### src/rtl/exe_pkg.sv
// Shared definitions for the execute stage: control-word layout, branch codes,
// forwarding selects, ALU op codes and the M-unit op/state types.
package exe_pkg;

   localparam int CW_W      = 13;
   localparam int CW_SELB   = 12;
   localparam int CW_SELA   = 11;
   localparam int CW_BR_HI  = 10;
   localparam int CW_BR_LO  = 8;
   localparam int CW_JMP    = 7;
   localparam int CW_MEM_HI = 6;
   localparam int CW_MEM_W  = 7;

   localparam logic [2:0] BR_NONE = 3'b000;
   localparam logic [2:0] BR_EQ   = 3'b001;
   localparam logic [2:0] BR_NE   = 3'b010;
   localparam logic [2:0] BR_LE   = 3'b011;
   localparam logic [2:0] BR_LT   = 3'b100;
   localparam logic [2:0] BR_GE   = 3'b101;
   localparam logic [2:0] BR_LTU  = 3'b110;
   localparam logic [2:0] BR_GEU  = 3'b111;

   localparam logic [1:0] FWD_REG = 2'b00;
   localparam logic [1:0] FWD_MUX = 2'b01;
   localparam logic [1:0] FWD_ALU = 2'b10;

   localparam logic [3:0] ALU_ADD   = 4'd0;
   localparam logic [3:0] ALU_SUB   = 4'd1;
   localparam logic [3:0] ALU_AND   = 4'd2;
   localparam logic [3:0] ALU_OR    = 4'd3;
   localparam logic [3:0] ALU_XOR   = 4'd4;
   localparam logic [3:0] ALU_SLL   = 4'd5;
   localparam logic [3:0] ALU_SRL   = 4'd6;
   localparam logic [3:0] ALU_SRA   = 4'd7;
   localparam logic [3:0] ALU_SLT   = 4'd8;
   localparam logic [3:0] ALU_SLTU  = 4'd9;
   localparam logic [3:0] ALU_PASSB = 4'd10;

   typedef enum logic [2:0] {
      MD_MUL    = 3'b000,
      MD_MULH   = 3'b001,
      MD_MULHSU = 3'b010,
      MD_MULHU  = 3'b011,
      MD_DIV    = 3'b100,
      MD_DIVU   = 3'b101,
      MD_REM    = 3'b110,
      MD_REMU   = 3'b111
   } md_op_e;

   typedef enum logic [1:0] {
      MD_IDLE = 2'b00,
      MD_BUSY = 2'b01,
      MD_DONE = 2'b10
   } md_state_e;

   function automatic logic is_mul_op(input md_op_e op);
      return ~op[2];
   endfunction

endpackage

### src/rtl/ALU.sv
// Shared integer ALU used by the execute stage; purely combinational.
module ALU
   import exe_pkg::*;
#(
   parameter int N = 32
) (
   input  logic [3:0]   op,
   input  logic [N-1:0] a,
   input  logic [N-1:0] b,
   output logic [N-1:0] res
);

   localparam int SH_W = $clog2(N);

   logic signed [N-1:0] a_s, b_s;
   logic [SH_W-1:0]     sh;

   assign a_s = a;
   assign b_s = b;
   assign sh  = b[SH_W-1:0];

   always_comb begin
      res = '0;
      case (op)
         ALU_ADD:   res = a + b;
         ALU_SUB:   res = a - b;
         ALU_AND:   res = a & b;
         ALU_OR:    res = a | b;
         ALU_XOR:   res = a ^ b;
         ALU_SLL:   res = a << sh;
         ALU_SRL:   res = a >> sh;
         ALU_SRA:   res = a_s >>> sh;
         ALU_SLT:   res = {{(N-1){1'b0}}, (a_s < b_s)};
         ALU_SLTU:  res = {{(N-1){1'b0}}, (a < b)};
         ALU_PASSB: res = b;
         default:   res = '0;
      endcase
   end

endmodule

### src/rtl/muldiv_iter.sv
// Iterative RV32M unit: radix-2 shift-add multiply and restoring divide on
// operand magnitudes. EXE_FAST_MUL_EN swaps the multiply loop for one N x N product.
module muldiv_iter
   import exe_pkg::*;
#(
   parameter int N        = 32,
   parameter int MD_CNT_W = $clog2(N)
) (
   input  logic         clk,
   input  logic         rst,
   input  logic         start,
   input  logic         pipe_en,
   input  logic [2:0]   op,
   input  logic [N-1:0] a,
   input  logic [N-1:0] b,
   output logic         done,
   output logic [N-1:0] result
);

`ifdef EXE_FAST_MUL_EN
   localparam bit FAST_MUL = 1'b1;
`else
   localparam bit FAST_MUL = 1'b0;
`endif

   md_state_e           state_q, state_d;
   logic [MD_CNT_W-1:0] cnt_q;
   md_op_e              op_e, op_q;
   logic [N-1:0]        a_q, b_q, acc_q, sh_q;
   logic                neg_q, rem_neg_q, div_zero_q;
   logic                a_sgn, b_sgn, a_neg, b_neg;
   logic [N-1:0]        a_mag, b_mag;
   logic [N:0]          add_sum, div_shift;
   logic                div_ge;
   logic [N-1:0]        div_sub;
   logic [2*N-1:0]      prod, prod_fix;
   logic [N-1:0]        quo, rem;

   function automatic logic [N-1:0] neg_if(input logic [N-1:0] v, input logic n);
      return n ? -v : v;
   endfunction

   assign op_e = md_op_e'(op);

   always_comb begin
      a_sgn = 1'b0;
      b_sgn = 1'b0;
      case (op_e)
         MD_MULH, MD_DIV, MD_REM: begin
            a_sgn = 1'b1;
            b_sgn = 1'b1;
         end
         MD_MULHSU: a_sgn = 1'b1;
         default: ;
      endcase
   end

   assign a_neg = a_sgn & a[N-1];
   assign b_neg = b_sgn & b[N-1];
   assign a_mag = neg_if(a, a_neg);
   assign b_mag = neg_if(b, b_neg);

   always_comb begin
      state_d = state_q;
      case (state_q)
         MD_IDLE: if (start) state_d = (FAST_MUL && is_mul_op(op_e)) ? MD_DONE : MD_BUSY;
         MD_BUSY: if (cnt_q == '0) state_d = MD_DONE;
         MD_DONE: if (pipe_en) state_d = MD_IDLE;
         default: state_d = MD_IDLE;
      endcase
   end

   always_ff @(posedge clk or negedge rst) begin
      if (!rst) begin
         state_q <= MD_IDLE;
         cnt_q   <= '0;
      end else begin
         state_q <= state_d;
         if (state_q == MD_IDLE && start)
            cnt_q <= MD_CNT_W'(N - 1);
         else if (state_q == MD_BUSY && cnt_q != '0)
            cnt_q <= cnt_q - MD_CNT_W'(1);
      end
   end

   // iteration step: acc is product-high / partial remainder, sh is multiplier / quotient
   assign add_sum   = {1'b0, acc_q} + (sh_q[0] ? {1'b0, a_q} : '0);
   assign div_shift = {acc_q, sh_q[N-1]};
   assign div_ge    = div_shift >= {1'b0, b_q};
   assign div_sub   = div_shift[N-1:0] - b_q;

   always_ff @(posedge clk) begin
      if (state_q == MD_IDLE && start) begin
         a_q        <= a_mag;
         b_q        <= b_mag;
         op_q       <= op_e;
         neg_q      <= a_neg ^ b_neg;
         rem_neg_q  <= a_neg;
         div_zero_q <= (b == '0);
         acc_q      <= '0;
         sh_q       <= is_mul_op(op_e) ? b_mag : a_mag;
      end else if (state_q == MD_BUSY) begin
         if (is_mul_op(op_q)) begin
            {acc_q, sh_q} <= {add_sum, sh_q[N-1:1]};
         end else if (div_ge) begin
            acc_q <= div_sub;
            sh_q  <= {sh_q[N-2:0], 1'b1};
         end else begin
            acc_q <= div_shift[N-1:0];
            sh_q  <= {sh_q[N-2:0], 1'b0};
         end
      end
   end

`ifdef EXE_FAST_MUL_EN
   assign prod = {{N{1'b0}}, a_q} * {{N{1'b0}}, b_q};
`else
   assign prod = {acc_q, sh_q};
`endif

   // overflow (-2^(N-1) / -1) falls out of the magnitude path; only x/0 needs an override
   assign prod_fix = neg_q ? -prod : prod;
   assign quo      = div_zero_q ? '1 : neg_if(sh_q, neg_q);
   assign rem      = neg_if(acc_q, rem_neg_q);

   always_comb begin
      result = '0;
      case (op_q)
         MD_MUL:                       result = prod_fix[N-1:0];
         MD_MULH, MD_MULHSU, MD_MULHU: result = prod_fix[2*N-1:N];
         MD_DIV, MD_DIVU:              result = quo;
         MD_REM, MD_REMU:              result = rem;
         default:                      result = '0;
      endcase
   end

   assign done = (state_q == MD_DONE);

endmodule

### src/rtl/register_generic.sv
// Enable-gated register with asynchronous active-low clear.
module register_generic #(
   parameter int W = 32
) (
   input  logic         clk,
   input  logic         rst,
   input  logic         en,
   input  logic [W-1:0] d,
   output logic [W-1:0] q
);

   always_ff @(posedge clk or negedge rst) begin
      if (!rst)
         q <= '0;
      else if (en)
         q <= d;
   end

endmodule

### src/rtl/execute_md.sv
// risc-v-lite execute stage: forwarding, branch resolve, ALU, RV32M unit and the
// EX/MEM register. Optional single-cycle multiply with EXE_FAST_MUL_EN.
module execute_md
   import exe_pkg::*;
#(
   parameter int N        = 32,
   parameter int MD_CNT_W = $clog2(N)
) (
   input  logic         clk,
   input  logic         rst,
   input  logic         pipe_en,
   input  logic [12:0]  cwEX,
   input  logic [3:0]   aluOp,
   input  logic         md_valid,
   input  logic [2:0]   mdOp,
   input  logic [4:0]   Rdest_in,
   input  logic [N-1:0] NPCin,
   input  logic [N-1:0] NPC4_IN,
   input  logic [N-1:0] r1,
   input  logic [N-1:0] r2,
   input  logic [N-1:0] Imm,
   input  logic [1:0]   forwardA,
   input  logic [1:0]   forwardB,
   input  logic [N-1:0] aluRes_fwd,
   input  logic [N-1:0] muxOut_fwd,
   output logic [N-1:0] ALUres,
   output logic [N-1:0] wrData,
   output logic [N-1:0] ImmOUT,
   output logic [N-1:0] jPC,
   output logic [N-1:0] NPC4_OUT,
   output logic         PC_sel,
   output logic [6:0]   cwMEM,
   output logic [4:0]   Rdest,
   output logic         ex_busy
);

   logic [N-1:0]        fa, fb, op_a, op_b, alu_res, md_res, res_p0, jpc_p0;
   logic signed [N-1:0] fa_s, fb_s;
   logic [2:0]          br_code;
   logic                taken, pc_sel_p0, md_done;
   logic [5*N-1:0]      data_p0, data_p1;
   logic [12:0]         ctrl_p0, ctrl_p1;

   function automatic logic [N-1:0] fwd_sel(input logic [1:0] sel, input logic [N-1:0] rf,
                                            input logic [N-1:0] mux_v, input logic [N-1:0] alu_v);
      case (sel)
         FWD_MUX: return mux_v;
         FWD_ALU: return alu_v;
         default: return rf;
      endcase
   endfunction

   assign fa      = fwd_sel(forwardA, r1, muxOut_fwd, aluRes_fwd);
   assign fb      = fwd_sel(forwardB, r2, muxOut_fwd, aluRes_fwd);
   assign fa_s    = fa;
   assign fb_s    = fb;
   assign op_a    = cwEX[CW_SELA] ? fa : NPCin;
   assign op_b    = cwEX[CW_SELB] ? Imm : fb;
   assign br_code = cwEX[CW_BR_HI:CW_BR_LO];

   always_comb begin
      taken = 1'b0;
      case (br_code)
         BR_EQ:   taken = (fa == fb);
         BR_NE:   taken = (fa != fb);
         BR_LE:   taken = (fa_s <= fb_s);
         BR_LT:   taken = (fa_s < fb_s);
         BR_GE:   taken = (fa_s >= fb_s);
         BR_LTU:  taken = (fa < fb);
         BR_GEU:  taken = (fa >= fb);
         default: taken = 1'b0;
      endcase
   end

   // branch codes carry no meaning on an M-type instruction
   assign pc_sel_p0 = (taken & (br_code != BR_NONE) & ~md_valid) | cwEX[CW_JMP];
   assign jpc_p0    = NPCin - N'(4) + (Imm << 1);

   ALU #(.N(N)) u_alu (
      .op  (aluOp),
      .a   (op_a),
      .b   (op_b),
      .res (alu_res)
   );

   muldiv_iter #(.N(N), .MD_CNT_W(MD_CNT_W)) u_md (
      .clk     (clk),
      .rst     (rst),
      .start   (md_valid),
      .pipe_en (pipe_en),
      .op      (mdOp),
      .a       (fa),
      .b       (fb),
      .done    (md_done),
      .result  (md_res)
   );

   assign ex_busy = md_valid & ~md_done;
   assign res_p0  = md_valid ? md_res : alu_res;
   assign data_p0 = {res_p0, fb, Imm, jpc_p0, NPC4_IN};
   assign ctrl_p0 = ex_busy ? '0 : {pc_sel_p0, cwEX[CW_MEM_HI:0], Rdest_in};

   // EX/MEM boundary: data holds across a stall, control takes a bubble
   register_generic #(.W(5*N)) u_exmem_data (
      .clk (clk),
      .rst (rst),
      .en  (pipe_en & ~ex_busy),
      .d   (data_p0),
      .q   (data_p1)
   );

   register_generic #(.W(13)) u_exmem_ctrl (
      .clk (clk),
      .rst (rst),
      .en  (pipe_en),
      .d   (ctrl_p0),
      .q   (ctrl_p1)
   );

   assign {ALUres, wrData, ImmOUT, jPC, NPC4_OUT} = data_p1;
   assign {PC_sel, cwMEM, Rdest}                  = ctrl_p1;

endmodule

### config.mk
export PLATFORM = sky130hd
export DESIGN_NAME = execute_md
export DESIGN_NICKNAME = d
export VERILOG_FILES = /design/src/rtl/exe_pkg.sv /design/src/rtl/ALU.sv /design/src/rtl/muldiv_iter.sv /design/src/rtl/register_generic.sv /design/src/rtl/execute_md.sv
export SDC_FILE = /design/constraint.sdc
export NUM_CORES = 2
export LEC_CHECK = 0
export BUFFER_PORTS_ARGS = -buffer_cell sky130_fd_sc_hd__buf_2
export CAP_MARGIN = 10
export CELL_PAD_IN_SITES_DETAIL_PLACEMENT = 1
export CELL_PAD_IN_SITES_GLOBAL_PLACEMENT = 2
export CORE_UTILIZATION = 28
export CTS_CLUSTER_SIZE = 10
export DETAILED_ROUTE_END_ITERATION = 7
export GPL_ROUTABILITY_DRIVEN = 0
export GPL_TIMING_DRIVEN = 0
export PLACE_DENSITY_LB_ADDON = 0.2
export REMOVE_ABC_BUFFERS = 1
export SKIP_CTS_REPAIR_TIMING = 1
export SYNTH_ARGS = -nofsm -noshare
export SYNTH_HDL_FRONTEND = slang
export SYNTH_SLANG_ARGS = --single-unit
export TNS_END_PERCENT = 100
### constraint.sdc
create_clock -name clk -period 6.4 [get_ports clk]
set_clock_uncertainty 0.05 [all_clocks]
set_input_delay 0.64 -clock clk [delete_from_list [all_inputs] [get_ports clk]]
set_output_delay 0.64 -clock clk [all_outputs]
set_load 0.05 [all_outputs]
# After elaboration in Yosys (flattened, before gate mapping)
# Cells that the tools add are included.
# totals
wordCells	136
reg_bits	314
out_inout_bits	174
# classes
shifts	3
n_reduce_logical	17
n_lt_le_gt_ge	8
n_bitwise	14
mux	31
addsub	12
eq_ne	39
# op_table
cell	count
$mux W32	15
$pmux W32 S11	1
$lt A32 B32 Y1	4
$neg A32 Y32	4
$pmux W32 S2	2
$pmux W32 S4	1
$add A32 B32 Y32	2
$ge A32 B32 Y1	2
$mux W64	1
$neg A64 Y64	1
$sub A32 B32 Y32	2
$add A32 B33 Y33	1
$ge A33 B32 Y1	1
$and A32 B32 Y32	1
$eq A32 B32 Y1	1
$le A32 B32 Y1	1
$logic_not A32 Y1	1
$ne A32 B32 Y1	1
$or A32 B32 Y32	1
$shl A32 B5 Y32	1
$shr A32 B5 Y32	1
$sshr A32 B5 Y32	1
$sub A32 B3 Y32 const B	1
$xor A32 B32 Y32	1
other kinds (34)	76

# Depth between registers and ports, before layout
# depth
word_depth	8
depth_mapped	23
mapped_depth_nobuf	18

# By module
# A second synthesis with hierarchy kept.
# unflattened
hier_cells	4296
area_unflattened_um2	35183.7
# modules_own_cells
module	area_each_um2	instances	cells_each
muldiv_iter	13789.5	1	1713
ALU	8962.3	1	1314
register_generic (u_exmem_data)	6346.1	1	338
execute_md	5565.3	1	904
register_generic (u_exmem_ctrl)	520.5	1	27

# Worst setup path before layout
# Ideal clock, no wire load.
# synth_path
path_kind	input port to flip-flop
startpoint	input forwardB[0]
endpoint	register u_exmem_data.q[156]
required_time_ps	6217
path_slack_ps	660
arrival_time_ps	5557
path_stages	22
cell_sequence	inv_1 -> ha_1 -> buf_2 -> or2_2 -> o221ai_1 -> clkbuf_1 -> clkbuf_1 -> clkbuf_1 -> buf_1 -> ha_1 -> clkbuf_1 -> o21bai_1 -> a211oi_1 -> o21ai_0 -> o2111a_1 -> a31oi_1 -> o22ai_1 -> a311oi_1 -> o21bai_1 -> xnor2_1 -> a221oi_1 -> o22ai_1
# synth_between
elab_chain_len	6
word_cells_on_any_way	14
cone_classes	add/sub (2); eq/ne (2); shift (3); mux (4); bitwise (3)
# synth_lines
element	line	source
start, declared	execute_md.sv:23	input logic [1:0] forwardB,
$eq A2 B2 Y1 / $eq A2 B1 Y1 (equally long branches)	execute_md.sv:46	case (sel)
$pmux W32 S2 *	execute_md.sv:46	
$mux W32 *	execute_md.sv:58	assign op_b = cwEX[CW_SELB] ? Imm : fb;
$sub A32 B32 Y32, or another cell as far along	ALU.sv:26	ALU_SUB: res = a - b;
$pmux W32 S11 *	ALU.sv:24	case (op)
$mux W32 *	execute_md.sv:99	assign res_p0 = md_valid ? md_res : alu_res;
end signal, assigned	register_generic.sv:14	q <= '0;
end signal, assigned	register_generic.sv:16	q <= d;
end, declared	register_generic.sv:9	output logic [W-1:0] q
# Mark *: on every way between the ends. The rest lies on a longest branch, timed or not.
# A chain may end at the register's enable or synchronous reset.

# Worst setup path after layout
# layout_path
startpoint	input forwardB[0]
endpoint	register u_exmem_data.q[153]
# The elaborated chain is that of the path after synthesis.

==> flow_summary.ini <==
[power]
switching_share_pct = 52.06
powerDensity_nw_per_um2 = 367.7
power_frac_seq_pct = 25.3
combPwrFrac_pct = 57.0
switching_power_w = 0.007572
clkPwrFrac_pct = 17.6
p_int_w = 0.006972
peakVddDrop_mv = 0.2156
p_leak_nw = 17.34
fin_total_pwr_w = 0.01454

[logic_synthesis]
syn_inst = 4473
synth_top_cell_by_area = dfrtp_1
synthArstFlopShare_pct = 57.32
synth_edf_count = 102
synth_area_leaders = dfrtp_1 (13%), ha_1 (9.7%), edfxtp_1 (9.1%), o21ai_0 (6.7%), nand2_1 (6.6%)
synthFlopType = dfrtp_1
synth_area_um2 = 33500
synth-seq-cells = 314
syn-mean-instance-area_um2 = 7.490
synth_cell_types = 82
synth_commonest_cells = nand2_1 (588), o21ai_0 (450), a21oi_1 (342)
yosysMostFrequentCell = nand2_1
synth_top_cell_area_share_pct = 13.44
synth_warnings = 0
yosysSeqAreaShare_pct = 24.50

[critical_path]
r2r-start = u_md.sh_q[0]
crit_top_cell = o21ai_0
critical_path_class = in -> reg
crit_chain = buf_2, inv_1, ha_4, clkinvlp_4, buf_4, o21ai_1, o21ai_0, ha_1, inv_1, o211a_1, a221oi_2, a21o_1, a21oi_1, a31oi_1, o21ai_0, a21boi_0, xor2_1, a221oi_1, o21ai_0
crit_arrival_ns = 6.59
r2r_slack_ns = 1.54
critical_path_required_ns = 6.81
reg2reg_to = u_md.acc_q[30]
worst_setup_path_start_kind = input port
path_max_fanout = 19
slowest_delay_ns = 0.85
cp_slowest_cell = a221oi_1
r2r_cells = 14
end_kind = flip-flop

[run]
maxCapViolations = 0

[die]
std_cell_rows = 126
die_h_um = 347.9
core_area_um2 = 118400
floorplan.initialDensity_pct = 28.30
dieArea_um2 = 121000
die_w_um = 347.9
pin_count = 431

[global_route]
grt_max_degree = 110
antenna_found_initial = 33
grt.total_usage_pct = 29.01
grt_overflow_total = 0
grt_pass1_vias = 35554
grt_pass1_wl_mm = 258.1

[clock_network]
h-tree-depth = 2
clock_latency_ns = 0.65
cts_buffer_depth = 3
clk_pin_slew_ns = 0.06
numCtsBuffers = 46
root_buffer = clkbuf_16
cts_sinks = 314
cts_tree = yes

[finish]
area_growth_pct = 18.07
finalInstanceArea_um2 = 39560
fin_nets = 5262
fill_cells = 14463
drive_above_1_share_pct = 14.62

[timing]
min_period_ns = 6.178
max_freq_ghz = 0.1619
hold_violations = 0
fin_crit_sh_pct = 96.53
slew_headroom_pct = 10.67
setup_tns_ns = 0
drv_slew = 0
fin_hold_ws_ns = 0.1228
rsz0062_at_grt = no
setup_viol = 0
tightest_slew_ns = 1.340

[drt]
drt_iter0_markers = 2991
drtPass1Iterations = 6
wl_per_cell_um = 28.51
vias_per_cell = 5.651
vias = 36110
drcViolationCount = 0
antenna_left = 0
wirelength_mm = 182.2

[min_path]
hold_start = NPC4_IN[31]
hold_class = in -> reg
min_delay_worst_endpoint = u_exmem_data.q[31]
holdPathStages = 3

[placed_design]
io_buffers = 430
dpl_cell_area_um2 = 37710
dpl.hpwl_mm = 144.6

[run_status]
outcome = finished clean
layer usage:
metal | vias to the layer above | share of wire (%) | global-route usage [%]
met5 | - | 0.060 | 0
met4 | 18 | 3.9 | 9.647
met3 | 274 | 5.1 | 3.377
met2 | 1071 | 47 | 48.97
met1 | 18097 | 44 | 38.18
li1 | 16650 | - | -
kinds of logic (layout without fill, tap and decap cells):
group	count (synthesis)	count (layout)	synth area share, %
fa+ha+maj	267	267	10.08
mux	170	170	5.176
buf+inv	610	911	6.905
simple gates	1360	1360	18.54
flops	314	314	24.50
xor+xnor	242	242	6.326
other cells	0	15	0
compound gates	1510	1511	28.48
critical path, delay by kind of cell:
family / cells / cell delay, ns
XOR/XNOR: 1 / 0.16
buffers and inverters: 5 / 0.63
AO/OA/AOI/OAI: 11 / 4.09
adder cells (fa/ha/maj): 2 / 1.03
power groups by stage:
stage                     Sequential, W  Combinational (W)  Clock [W]
final                           0.00368            0.00829    0.00257
after global routing            0.00372            0.00896    0.00271
after CTS                       0.00368            0.00817    0.00265
after detailed placement        0.00371            0.00812          0
after global placement          0.00375            0.00795          0
after floorplan                 0.00394            0.00477          0
cell usage in the layout, fill, tap and decap left out, drive strengths merged, types with 22 or more instances in the layout:
cell,count
ha,261
nor2b,46
clkbuf,64
nand2,588
o211ai,69
xnor2,144
and2,48
nor4,25
o21bai,24
nand3,92
a221o,37
nor3,72
nor2,298
xor2,98
o221ai,54
a21oi,342
o21a,32
dfrtp,180
nand4,22
mux2,26
or3,27
inv,319
a21o,56
mux2i,144
o22ai,38
a221oi,33
a31oi,51
edfxtp,102
a22oi,55
a211oi,78
dfxtp,32
nand2b,56
o21ai,487
buf,499
or2,25
o31ai,30
worst max path at each step:
stage / startpoint / end / slack, ns / cells after the start
floorplan: forwardB[0] / u_exmem_data.q[152] / -5.05 / 17
global placement: forwardB[0] / u_exmem_data.q[156] / -11.45 / 18
detailed placement: forwardB[0] / u_exmem_data.q[156] / -3.69 / 20
CTS: forwardB[0] / u_exmem_data.q[156] / -3.02 / 20
global route: forwardB[0] / u_exmem_data.q[153] / 0.05 / 18
finish: forwardB[0] / u_exmem_data.q[153] / 0.22 / 19
final cells by class:
type | count | area (µm²) | share of cell area, %
Antenna cell | 15 | 37.54 | 0.09489
Clock buffer | 62 | 1271 | 3.213
Clock inverter | 22 | 206.4 | 0.5219
Inverter | 323 | 1231 | 3.112
Multi-Input combinational cell | 3550 | 23230 | 58.72
Sequential cell | 314 | 8208 | 20.75
Tap cell | 1600 | 2002 | 5.061
Timing Repair Buffer | 502 | 3362 | 8.499
Timing Repair inverter | 2 | 12.51 | 0.03163
flip-flops by register name (all words and copies together), names as in the netlist:
name / flops
u_exmem_data.q: 160
u_md.a_q: 32
u_md.acc_q: 32
u_md.b_q: 32
u_md.sh_q: 32
u_exmem_ctrl.q: 13
u_md.cnt_q: 5
u_md.op_q: 3
u_md.state_q: 2
u_md.div_zero_q: 1
u_md.neg_q: 1
u_md.rem_neg_q: 1
per-stage QoR:
step	util (%)	std cells	setup WS, ns
finish	33.41	6390	0.2221
global route	33.40	6382	0.05212
floorplan	-	4186	-5.049
CTS	33.10	6351	-3.019
global placement	30.88	6216	-11.45
detailed placement	31.85	6267	-3.688
Note: power is estimated with default switching activity, not from simulation.
